`src/rtl/lumos_mem_pkg.sv`:
```
// Shared load/store codes and the bridge state type for the LSU bus bridge.
// The load code normaliser folds the unused MemRead encodings onto lw.
package lumos_mem_pkg;

    localparam logic [1:0] MW_NONE = 2'b00;
    localparam logic [1:0] MW_SB   = 2'b01;
    localparam logic [1:0] MW_SH   = 2'b10;
    localparam logic [1:0] MW_SW   = 2'b11;

    localparam logic [2:0] MR_LW   = 3'b000;
    localparam logic [2:0] MR_LB   = 3'b001;
    localparam logic [2:0] MR_LH   = 3'b010;
    localparam logic [2:0] MR_LBU  = 3'b011;
    localparam logic [2:0] MR_LHU  = 3'b100;

    typedef enum logic [1:0] {
        IDLE,
        REQ,
        WAIT_RSP,
        DONE
    } lsu_state_t;

    function automatic logic [2:0] norm_load_code(input logic [2:0] mr);
        return (mr > MR_LHU) ? MR_LW : mr;
    endfunction

endpackage

```
`src/rtl/lsu_bus_bridge_if.sv`:
```
// Word-aligned valid/ready memory bus between the LSU bridge (master) and memory (slave).
// Stores are posted; only loads produce a response.
interface lsu_bus_bridge_if #(
    parameter int ADDR_W = 32
) ();

    logic              bus_req_valid;
    logic              bus_req_ready;
    logic              bus_we;
    logic [ADDR_W-1:0] bus_addr;
    logic [3:0]        bus_wstrb;
    logic [31:0]       bus_wdata;
    logic              bus_rsp_valid;
    logic [31:0]       bus_rsp_data;

    modport master (
        output bus_req_valid,
        output bus_we,
        output bus_addr,
        output bus_wstrb,
        output bus_wdata,
        input  bus_req_ready,
        input  bus_rsp_valid,
        input  bus_rsp_data
    );

    modport slave (
        input  bus_req_valid,
        input  bus_we,
        input  bus_addr,
        input  bus_wstrb,
        input  bus_wdata,
        output bus_req_ready,
        output bus_rsp_valid,
        output bus_rsp_data
    );

endinterface

```
`src/rtl/lsu_load_align.sv`:
```
// Picks the addressed byte/half out of a bus word and sign/zero-extends it
// according to the load code; lw and any unknown code pass the word through.
module lsu_load_align
    import lumos_mem_pkg::*;
(
    input  logic [2:0]  code_i,
    input  logic [1:0]  lane_i,
    input  logic [31:0] word_i,
    output logic [31:0] result_o
);

    logic [7:0]  byte_v;
    logic [15:0] half_v;

    // Halves are only ever issued at lane 0 or 2, so lane bit 1 selects them.
    always_comb begin
        case (lane_i)
            2'd0:    byte_v = word_i[7:0];
            2'd1:    byte_v = word_i[15:8];
            2'd2:    byte_v = word_i[23:16];
            default: byte_v = word_i[31:24];
        endcase
        half_v = lane_i[1] ? word_i[31:16] : word_i[15:0];

        case (code_i)
            MR_LB:   result_o = {{24{byte_v[7]}}, byte_v};
            MR_LH:   result_o = {{16{half_v[15]}}, half_v};
            MR_LBU:  result_o = {24'd0, byte_v};
            MR_LHU:  result_o = {16'd0, half_v};
            default: result_o = word_i;
        endcase
    end

endmodule

```
`src/rtl/lsu_bus_bridge.sv`:
```
// Turns one core load/store into a single word-aligned bus transaction, stalling
// the core until it completes, and returns the formatted load result.
module lsu_bus_bridge
    import lumos_mem_pkg::*;
#(
    parameter int ADDR_W         = 32,
    parameter int TIMEOUT_CYCLES = 256
) (
    input  logic              clk,
    input  logic              rst_n,
    input  logic              req_valid_i,
    input  logic              ld_en_i,
    input  logic [1:0]        mem_write_i,
    input  logic [2:0]        mem_read_i,
    input  logic [ADDR_W-1:0] addr_i,
    input  logic [31:0]       wdata_i,
    output logic              stall_o,
    output logic [31:0]       rdata_o,
    output logic              rdata_valid_o,
    output logic              misalign_o,
    output logic              bus_timeout_o,
    lsu_bus_bridge_if.master  bus
);

    localparam int CNT_W = (TIMEOUT_CYCLES > 1) ? $clog2(TIMEOUT_CYCLES) : 1;
    localparam logic [CNT_W-1:0] CNT_LAST = CNT_W'((TIMEOUT_CYCLES > 0) ? TIMEOUT_CYCLES - 1 : 0);
    localparam logic TIMEOUT_EN = (TIMEOUT_CYCLES != 0);

    lsu_state_t        state_q, state_d;
    logic              we_q, we_d;
    logic [ADDR_W-1:0] addr_q, addr_d;
    logic [3:0]        wstrb_q, wstrb_d;
    logic [31:0]       wdata_q, wdata_d;
    logic [2:0]        code_q, code_d;
    logic [1:0]        lane_q, lane_d;
    logic [CNT_W-1:0]  cnt_q, cnt_d;
    logic [31:0]       rdata_q, rdata_d;
    logic              rdata_valid_q, rdata_valid_d;
    logic              misalign_q, misalign_d;
    logic              timeout_q, timeout_d;

    logic              is_store;
    logic              start;
    logic [2:0]        ld_code;
    logic [1:0]        lane;
    logic              misaligned;
    logic [3:0]        new_strb;
    logic [31:0]       new_wdata;
    logic [31:0]       load_result;

    lsu_load_align u_align (
        .code_i   (code_q),
        .lane_i   (lane_q),
        .word_i   (bus.bus_rsp_data),
        .result_o (load_result)
    );

    // Decode the incoming request; a store takes priority over ld_en.
    always_comb begin
        is_store   = (mem_write_i != MW_NONE);
        start      = req_valid_i & (ld_en_i | is_store);
        ld_code    = norm_load_code(mem_read_i);
        lane       = addr_i[1:0];
        misaligned = 1'b0;
        new_strb   = 4'b0000;
        new_wdata  = 32'd0;
        if (is_store) begin
            case (mem_write_i)
                MW_SB: begin
                    new_strb  = 4'b0001 << lane;
                    new_wdata = {4{wdata_i[7:0]}};
                end
                MW_SH: begin
                    misaligned = lane[0];
                    new_strb   = 4'b0011 << lane;
                    new_wdata  = {2{wdata_i[15:0]}};
                end
                MW_SW: begin
                    misaligned = (lane != 2'b00);
                    new_strb   = 4'b1111;
                    new_wdata  = wdata_i;
                end
                default: ;
            endcase
        end else begin
            case (ld_code)
                MR_LH, MR_LHU: misaligned = lane[0];
                MR_LW:         misaligned = (lane != 2'b00);
                default:       misaligned = 1'b0;
            endcase
        end
        stall_o = (state_q == REQ) | (state_q == WAIT_RSP) | ((state_q == IDLE) & start);
    end

    always_comb begin
        state_d       = state_q;
        we_d          = we_q;
        addr_d        = addr_q;
        wstrb_d       = wstrb_q;
        wdata_d       = wdata_q;
        code_d        = code_q;
        lane_d        = lane_q;
        cnt_d         = cnt_q;
        rdata_d       = rdata_q;
        rdata_valid_d = 1'b0;
        misalign_d    = 1'b0;
        timeout_d     = 1'b0;
        case (state_q)
            IDLE: begin
                if (start) begin
                    if (misaligned) begin
                        misalign_d = 1'b1;
                        state_d    = DONE;
                    end else begin
                        we_d    = is_store;
                        addr_d  = {addr_i[ADDR_W-1:2], 2'b00};
                        wstrb_d = new_strb;
                        wdata_d = new_wdata;
                        code_d  = ld_code;
                        lane_d  = lane;
                        state_d = REQ;
                    end
                end
            end
            REQ: begin
                if (bus.bus_req_ready) begin
                    cnt_d   = '0;
                    state_d = we_q ? DONE : WAIT_RSP;
                end
            end
            WAIT_RSP: begin
                // A response arriving on the timeout cycle still wins.
                if (bus.bus_rsp_valid) begin
                    rdata_d       = load_result;
                    rdata_valid_d = 1'b1;
                    state_d       = DONE;
                end else if (TIMEOUT_EN && (cnt_q == CNT_LAST)) begin
                    rdata_d   = 32'd0;
                    timeout_d = 1'b1;
                    state_d   = DONE;
                end else begin
                    cnt_d = cnt_q + CNT_W'(1);
                end
            end
            default: state_d = IDLE;
        endcase
    end

    always_ff @(posedge clk) begin
        if (!rst_n) begin
            state_q       <= IDLE;
            we_q          <= 1'b0;
            addr_q        <= '0;
            wstrb_q       <= 4'b0000;
            wdata_q       <= 32'd0;
            code_q        <= MR_LW;
            lane_q        <= 2'b00;
            cnt_q         <= '0;
            rdata_q       <= 32'd0;
            rdata_valid_q <= 1'b0;
            misalign_q    <= 1'b0;
            timeout_q     <= 1'b0;
        end else begin
            state_q       <= state_d;
            we_q          <= we_d;
            addr_q        <= addr_d;
            wstrb_q       <= wstrb_d;
            wdata_q       <= wdata_d;
            code_q        <= code_d;
            lane_q        <= lane_d;
            cnt_q         <= cnt_d;
            rdata_q       <= rdata_d;
            rdata_valid_q <= rdata_valid_d;
            misalign_q    <= misalign_d;
            timeout_q     <= timeout_d;
        end
    end

    assign bus.bus_req_valid = (state_q == REQ);
    assign bus.bus_we        = we_q;
    assign bus.bus_addr      = addr_q;
    assign bus.bus_wstrb     = wstrb_q;
    assign bus.bus_wdata     = wdata_q;

    assign rdata_o       = rdata_q;
    assign rdata_valid_o = rdata_valid_q;
    assign misalign_o    = misalign_q;
    assign bus_timeout_o = timeout_q;

endmodule

```
`src/flat_wrapper.sv`:
```
// flat-port wrapper written by rule: the top's interface ports become plain ports
module lsu_bus_bridge_flat import lumos_mem_pkg::*;
#(
    parameter int ADDR_W         = 32,
    parameter int TIMEOUT_CYCLES = 256
)
  (clk, rst_n, req_valid_i, ld_en_i, mem_write_i, mem_read_i, addr_i, wdata_i, stall_o, rdata_o, rdata_valid_o, misalign_o, bus_timeout_o, bus_bus_req_valid, bus_bus_we, bus_bus_addr, bus_bus_wstrb, bus_bus_wdata, bus_bus_req_ready, bus_bus_rsp_valid, bus_bus_rsp_data);
  lsu_bus_bridge_if #(.ADDR_W(ADDR_W)) bus_i ();
  input  logic clk;
  input  logic rst_n;
  input  logic req_valid_i;
  input  logic ld_en_i;
  input  logic [1:0] mem_write_i;
  input  logic [2:0] mem_read_i;
  input  logic [ADDR_W-1:0] addr_i;
  input  logic [31:0] wdata_i;
  output logic stall_o;
  output logic [31:0] rdata_o;
  output logic rdata_valid_o;
  output logic misalign_o;
  output logic bus_timeout_o;
  output wire logic [$bits(bus_i.bus_req_valid)-1:0] bus_bus_req_valid;
  output wire logic [$bits(bus_i.bus_we)-1:0] bus_bus_we;
  output wire logic [$bits(bus_i.bus_addr)-1:0] bus_bus_addr;
  output wire logic [$bits(bus_i.bus_wstrb)-1:0] bus_bus_wstrb;
  output wire logic [$bits(bus_i.bus_wdata)-1:0] bus_bus_wdata;
  input wire logic [$bits(bus_i.bus_req_ready)-1:0] bus_bus_req_ready;
  input wire logic [$bits(bus_i.bus_rsp_valid)-1:0] bus_bus_rsp_valid;
  input wire logic [$bits(bus_i.bus_rsp_data)-1:0] bus_bus_rsp_data;
  assign bus_bus_req_valid = bus_i.bus_req_valid;
  assign bus_bus_we = bus_i.bus_we;
  assign bus_bus_addr = bus_i.bus_addr;
  assign bus_bus_wstrb = bus_i.bus_wstrb;
  assign bus_bus_wdata = bus_i.bus_wdata;
  assign bus_i.bus_req_ready = bus_bus_req_ready;
  assign bus_i.bus_rsp_valid = bus_bus_rsp_valid;
  assign bus_i.bus_rsp_data = bus_bus_rsp_data;
  lsu_bus_bridge #(.ADDR_W(ADDR_W), .TIMEOUT_CYCLES(TIMEOUT_CYCLES)) u_core (.clk(clk), .rst_n(rst_n), .req_valid_i(req_valid_i), .ld_en_i(ld_en_i), .mem_write_i(mem_write_i), .mem_read_i(mem_read_i), .addr_i(addr_i), .wdata_i(wdata_i), .stall_o(stall_o), .rdata_o(rdata_o), .rdata_valid_o(rdata_valid_o), .misalign_o(misalign_o), .bus_timeout_o(bus_timeout_o), .bus(bus_i));
endmodule
```
`config.mk`:
```
export PLATFORM = sky130hd
export DESIGN_NAME = lsu_bus_bridge_flat
export DESIGN_NICKNAME = d
export VERILOG_FILES = /design/src/rtl/lumos_mem_pkg.sv /design/src/rtl/lsu_bus_bridge_if.sv /design/src/rtl/lsu_load_align.sv /design/src/rtl/lsu_bus_bridge.sv /design/src/flat_wrapper.sv
export SDC_FILE = /design/constraint.sdc
export NUM_CORES = 1
export LEC_CHECK = 0
export CAP_MARGIN = 10
export CORE_MARGIN = 1
export CORE_UTILIZATION = 45
export CTS_BUF_LIST = sky130_fd_sc_hd__clkbuf_16
export DETAILED_ROUTE_END_ITERATION = 8
export GPL_ROUTABILITY_DRIVEN = 0
export PLACE_DENSITY = 0.82
export SKIP_LAST_GASP = 1
export SYNTH_ARGS = -nofsm -noshare
export SYNTH_HDL_FRONTEND = slang
export SYNTH_HIERARCHICAL = 1
export SYNTH_SLANG_ARGS = --single-unit
```
`constraint.sdc`:
```
create_clock -name clk -period 3.25 [get_ports clk]
set_input_delay 0.975 -clock clk [delete_from_list [all_inputs] [get_ports clk]]
set_output_delay 0.975 -clock clk [all_outputs]
set_load 0.05 [all_outputs]
```
==> results by group <==
Worst setup path
  • Worst flop-to-flop path endpoint: u_core/rdata_o[14]
  • Worst setup EP type: output port
  • Crit path cell chain: dlygate4sd2_1 > inv_2 > ha_4 > inv_1 > o211a_1 > or2_4 > buf_8
  • R2r setup slk: around 950 ps
  • Startpoint type of the worst setup path: input pin
  • Crit Path Class: input pin to output port
  • Reg2reg start: u_core/lane_q[0]
  • Worst EP arrival: 2110 ps
  • Worst Path Max Fanout: 2
  • Crit path buffers/inverters: 4
  • Register-to-Register Path Depth: 4
  • Top delay family on crit path: buffers and inverters
  • Worst path slowest cell: dlygate4sd2_1
  • Max incr delay on CP: approximately 250 ps
  • Critical Path RT: around 2300 ps
  • Critical Path Start: mem_write_i[1]

Clock network
  • Clk root buf: clkbuf_16
  • Setup bufs post-CTS: 0
  • Post-cts resize count: 9
  • Clock Sinks: approximately 120
  • Hold_buf cts: 0
  • CTS tree: yes
  • Clk_lat worst skew: 410 ps
  • Largest buffer count on any clock path: 2
  • H-tree Lvls: 4
  • Clk pin slew, worst setup/hold paths: 50 ps
  • CTS buffer count: 17

Synthesis
  • Synth Warn #: 6
  • Avg Cell Area, Syn: 8.525 µm²
  • Synthesized flop and latch total: 117
  • Main flop type after synthesis: dfxtp_1
  • Cell Area, Synth: a little under 0.006 mm²
  • Number of flops mapped to enable cells by yosys: 0
  • Synth async-reset ratio: 0
  • Gate Count Post-Synth: 686
  • Seq/Total Area, Yosys: 0.4005
  • Count of different cell masters after synthesis: between 60 and 70

STA
  • Setup TNS Final: 0 ps
  • Fin. max-slew vios: 0
  • Skew final: roughly 8.6 ps
  • Max Clock Freq: between 300 and 400 MHz
  • Final Cycle Share: 0.9507
  • Min Tclk post-route: 3090 ps
  • Worst-Margin Slew: 902.1 ps
  • Unrepaired setup endpoints after global routing: false
  • Slew Limit Headroom: 0.3977
  • Final Setup Violations: 0
  • Final hold violations: 0
  • Min Hold Slack: between 400 and 500 ps

Cells and area
  • Layout overhead on the synthesized area: 48.50%
  • Layout cell share with drive strength beyond 1: 0.08305
  • Filler cell count: 1005
  • Area of the multi-input gates: between 0.003 and 0.004 mm²
  • Most common cell after layout, fill and taps aside: clkdlybuf4s50_1
  • Most frequent cells in the layout: clkdlybuf4s50_1 (206), dfxtp_1 (117), nand2_1 (89)
  • # diodes: 0
  • Seq. cell area: 0.002342 mm²
  • Nets: approximately 1000

Detailed routing
  • Via/cell ratio: a little over 6
  • Drt pass-1 iters: 9
  • Drt wl/cell: 18.06 µm
  • Via count: ~6400
  • ANT nets after route: 0
  • DRC viols: 0
  • WL final: 19.20 mm
  • 1st-iter DRT viols: 701

Power
  • Leak: 3.159 nW
  • Comb power frac: 0.341
  • Sw frac: 0.3516
  • Pwr/cell area: 627.9 mW/mm²
  • Reg power frac: 0.310
  • Clock Power Share: 0.349
  • Int Pwr: 3.536 mW
  • Sw power: between 1.5 and 2 mW
  • Peak supply drop: between 400 and 500 µV

GRT
  • First-pass GRT wire length: 29.80 mm
  • Vias in the first global route: between 6000 and 7000
  • Global-route usage over all layers: 0.2841
  • Initial antenna violation count: 0
  • Pin count of the biggest net entering global routing: 81
  • Congestion Overflow GR: 0

Min path
  • Hold_sp: u_core/bus.bus_wdata[28]
  • Hold Path Class: flip-flop to flip-flop
  • Hold depth: 1
  • Worst Hold End: u_core/bus.bus_wdata[28]

Die
  • IO Pins: between 200 and 250
  • Initial Utilization: 0.4615
  • FP Rows: 41
  • Die height: approximately 120 µm
  • Full die area: between 0.01 and 0.015 mm²
  • Total core area: ~0.013 mm²
  • Chip width: 116 µm

Place
  • Final HPWL DP: between 10 and 15 mm
  • IO buf count: between 200 and 250

Status
  • Status: completed

Flow run
  • Max-Cap Viols: 0
-- cell families (layout without fill, tap and decap cells) --
group           count (synthesis)  after routing  synth area share
xor+xnor                        2              2          0.002996
other cells                     1              2         0.0006412
compound gates                245            245            0.3083
buf+inv                        82            286           0.06761
fa+ha+maj                      10             10           0.02139
flops                         117            117            0.4005
simple gates                  226            226            0.1889
mux                             3              3          0.009627
-- metrics by stage --
step / cells / power [mW] / utilization / worst slack (ps) / instance area [µm²]
after floorplan: 687 / 2.899 / - / 251.5 / 5852
after global placement: 1031 / 3.470 / 0.6368 / -126.5 / 8069
after detailed placement: 1031 / 3.523 / 0.6368 / -185.7 / 8069
after CTS: 1063 / 5.459 / 0.6854 / 162.5 / 8685
after global routing: 1063 / 5.663 / 0.6854 / 116.5 / 8685
final: 1063 / 5.453 / 0.6854 / 160.1 / 8685
-- area by class of cell --
cell class / count / share of cell area
Clock inverter: 15 / 0.01959
Timing Repair Buffer: 236 / 0.2671
Sequential cell: 117 / 0.2697
Inverter: 18 / 0.007780
Clock buffer: 17 / 0.04898
Tap cell: 172 / 0.02478
Multi-Input combinational cell: 488 / 0.3621
-- worst max-delay path by stage --
stage / to / slack [ps] / cells past startpoint
2_1_floorplan: stall_o / 250 / 5
3_3_place_gp: stall_o / -130 / 7
3_5_place_dp: stall_o / -190 / 7
4_1_cts: stall_o / 160 / 7
5_1_grt: stall_o / 120 / 7
6_report: stall_o / 160 / 7
-- state kept, by name, indices dropped and copies added (netlist names) --
signal                count
u_core/lane_q             2
u_core/bus.bus_we         1
u_core/state_q            2
u_core/misalign_o         1
u_core/bus.bus_wdata     32
u_core/rdata_o           32
u_core/bus_timeout_o      1
u_core/bus.bus_addr      30
u_core/code_q             3
u_core/bus.bus_wstrb      4
u_core/rdata_valid_o      1
u_core/cnt_q              8
-- metal layers --
metal,vias to the layer above,wire (µm),track usage
met2,426,9269,0.4849
li1,2977,-,-
met4,0,651,0.1419
met5,-,0,0
met3,56,2035,0.09623
met1,2981,7239,0.3153
-- Yosys cell counts, types with 17 or more instances --
cell type | number | area, µm²
inv_1 | 17 | 63.81
nand4_1 | 18 | 112.6
o2bb2ai_1 | 28 | 245.2
clkbuf_1 | 32 | 120.1
dfxtp_1 | 117 | 2342
a22oi_1 | 18 | 135.1
nand3_1 | 64 | 320.3
o2111ai_1 | 17 | 148.9
nand2_1 | 89 | 334.1
a22o_1 | 40 | 350.3
o21ai_0 | 55 | 275.3
a21oi_1 | 31 | 155.2
-- power groups by stage --
stage	registers (mW)	logic (mW)	clock network (mW)
floorplan	2.13	0.772	0
finish	1.69	1.86	1.90
global route	1.71	1.97	1.99
detailed placement	1.72	1.80	0
global placement	1.71	1.76	0
CTS	1.69	1.84	1.92
Note: power is estimated with default switching activity, not from simulation.
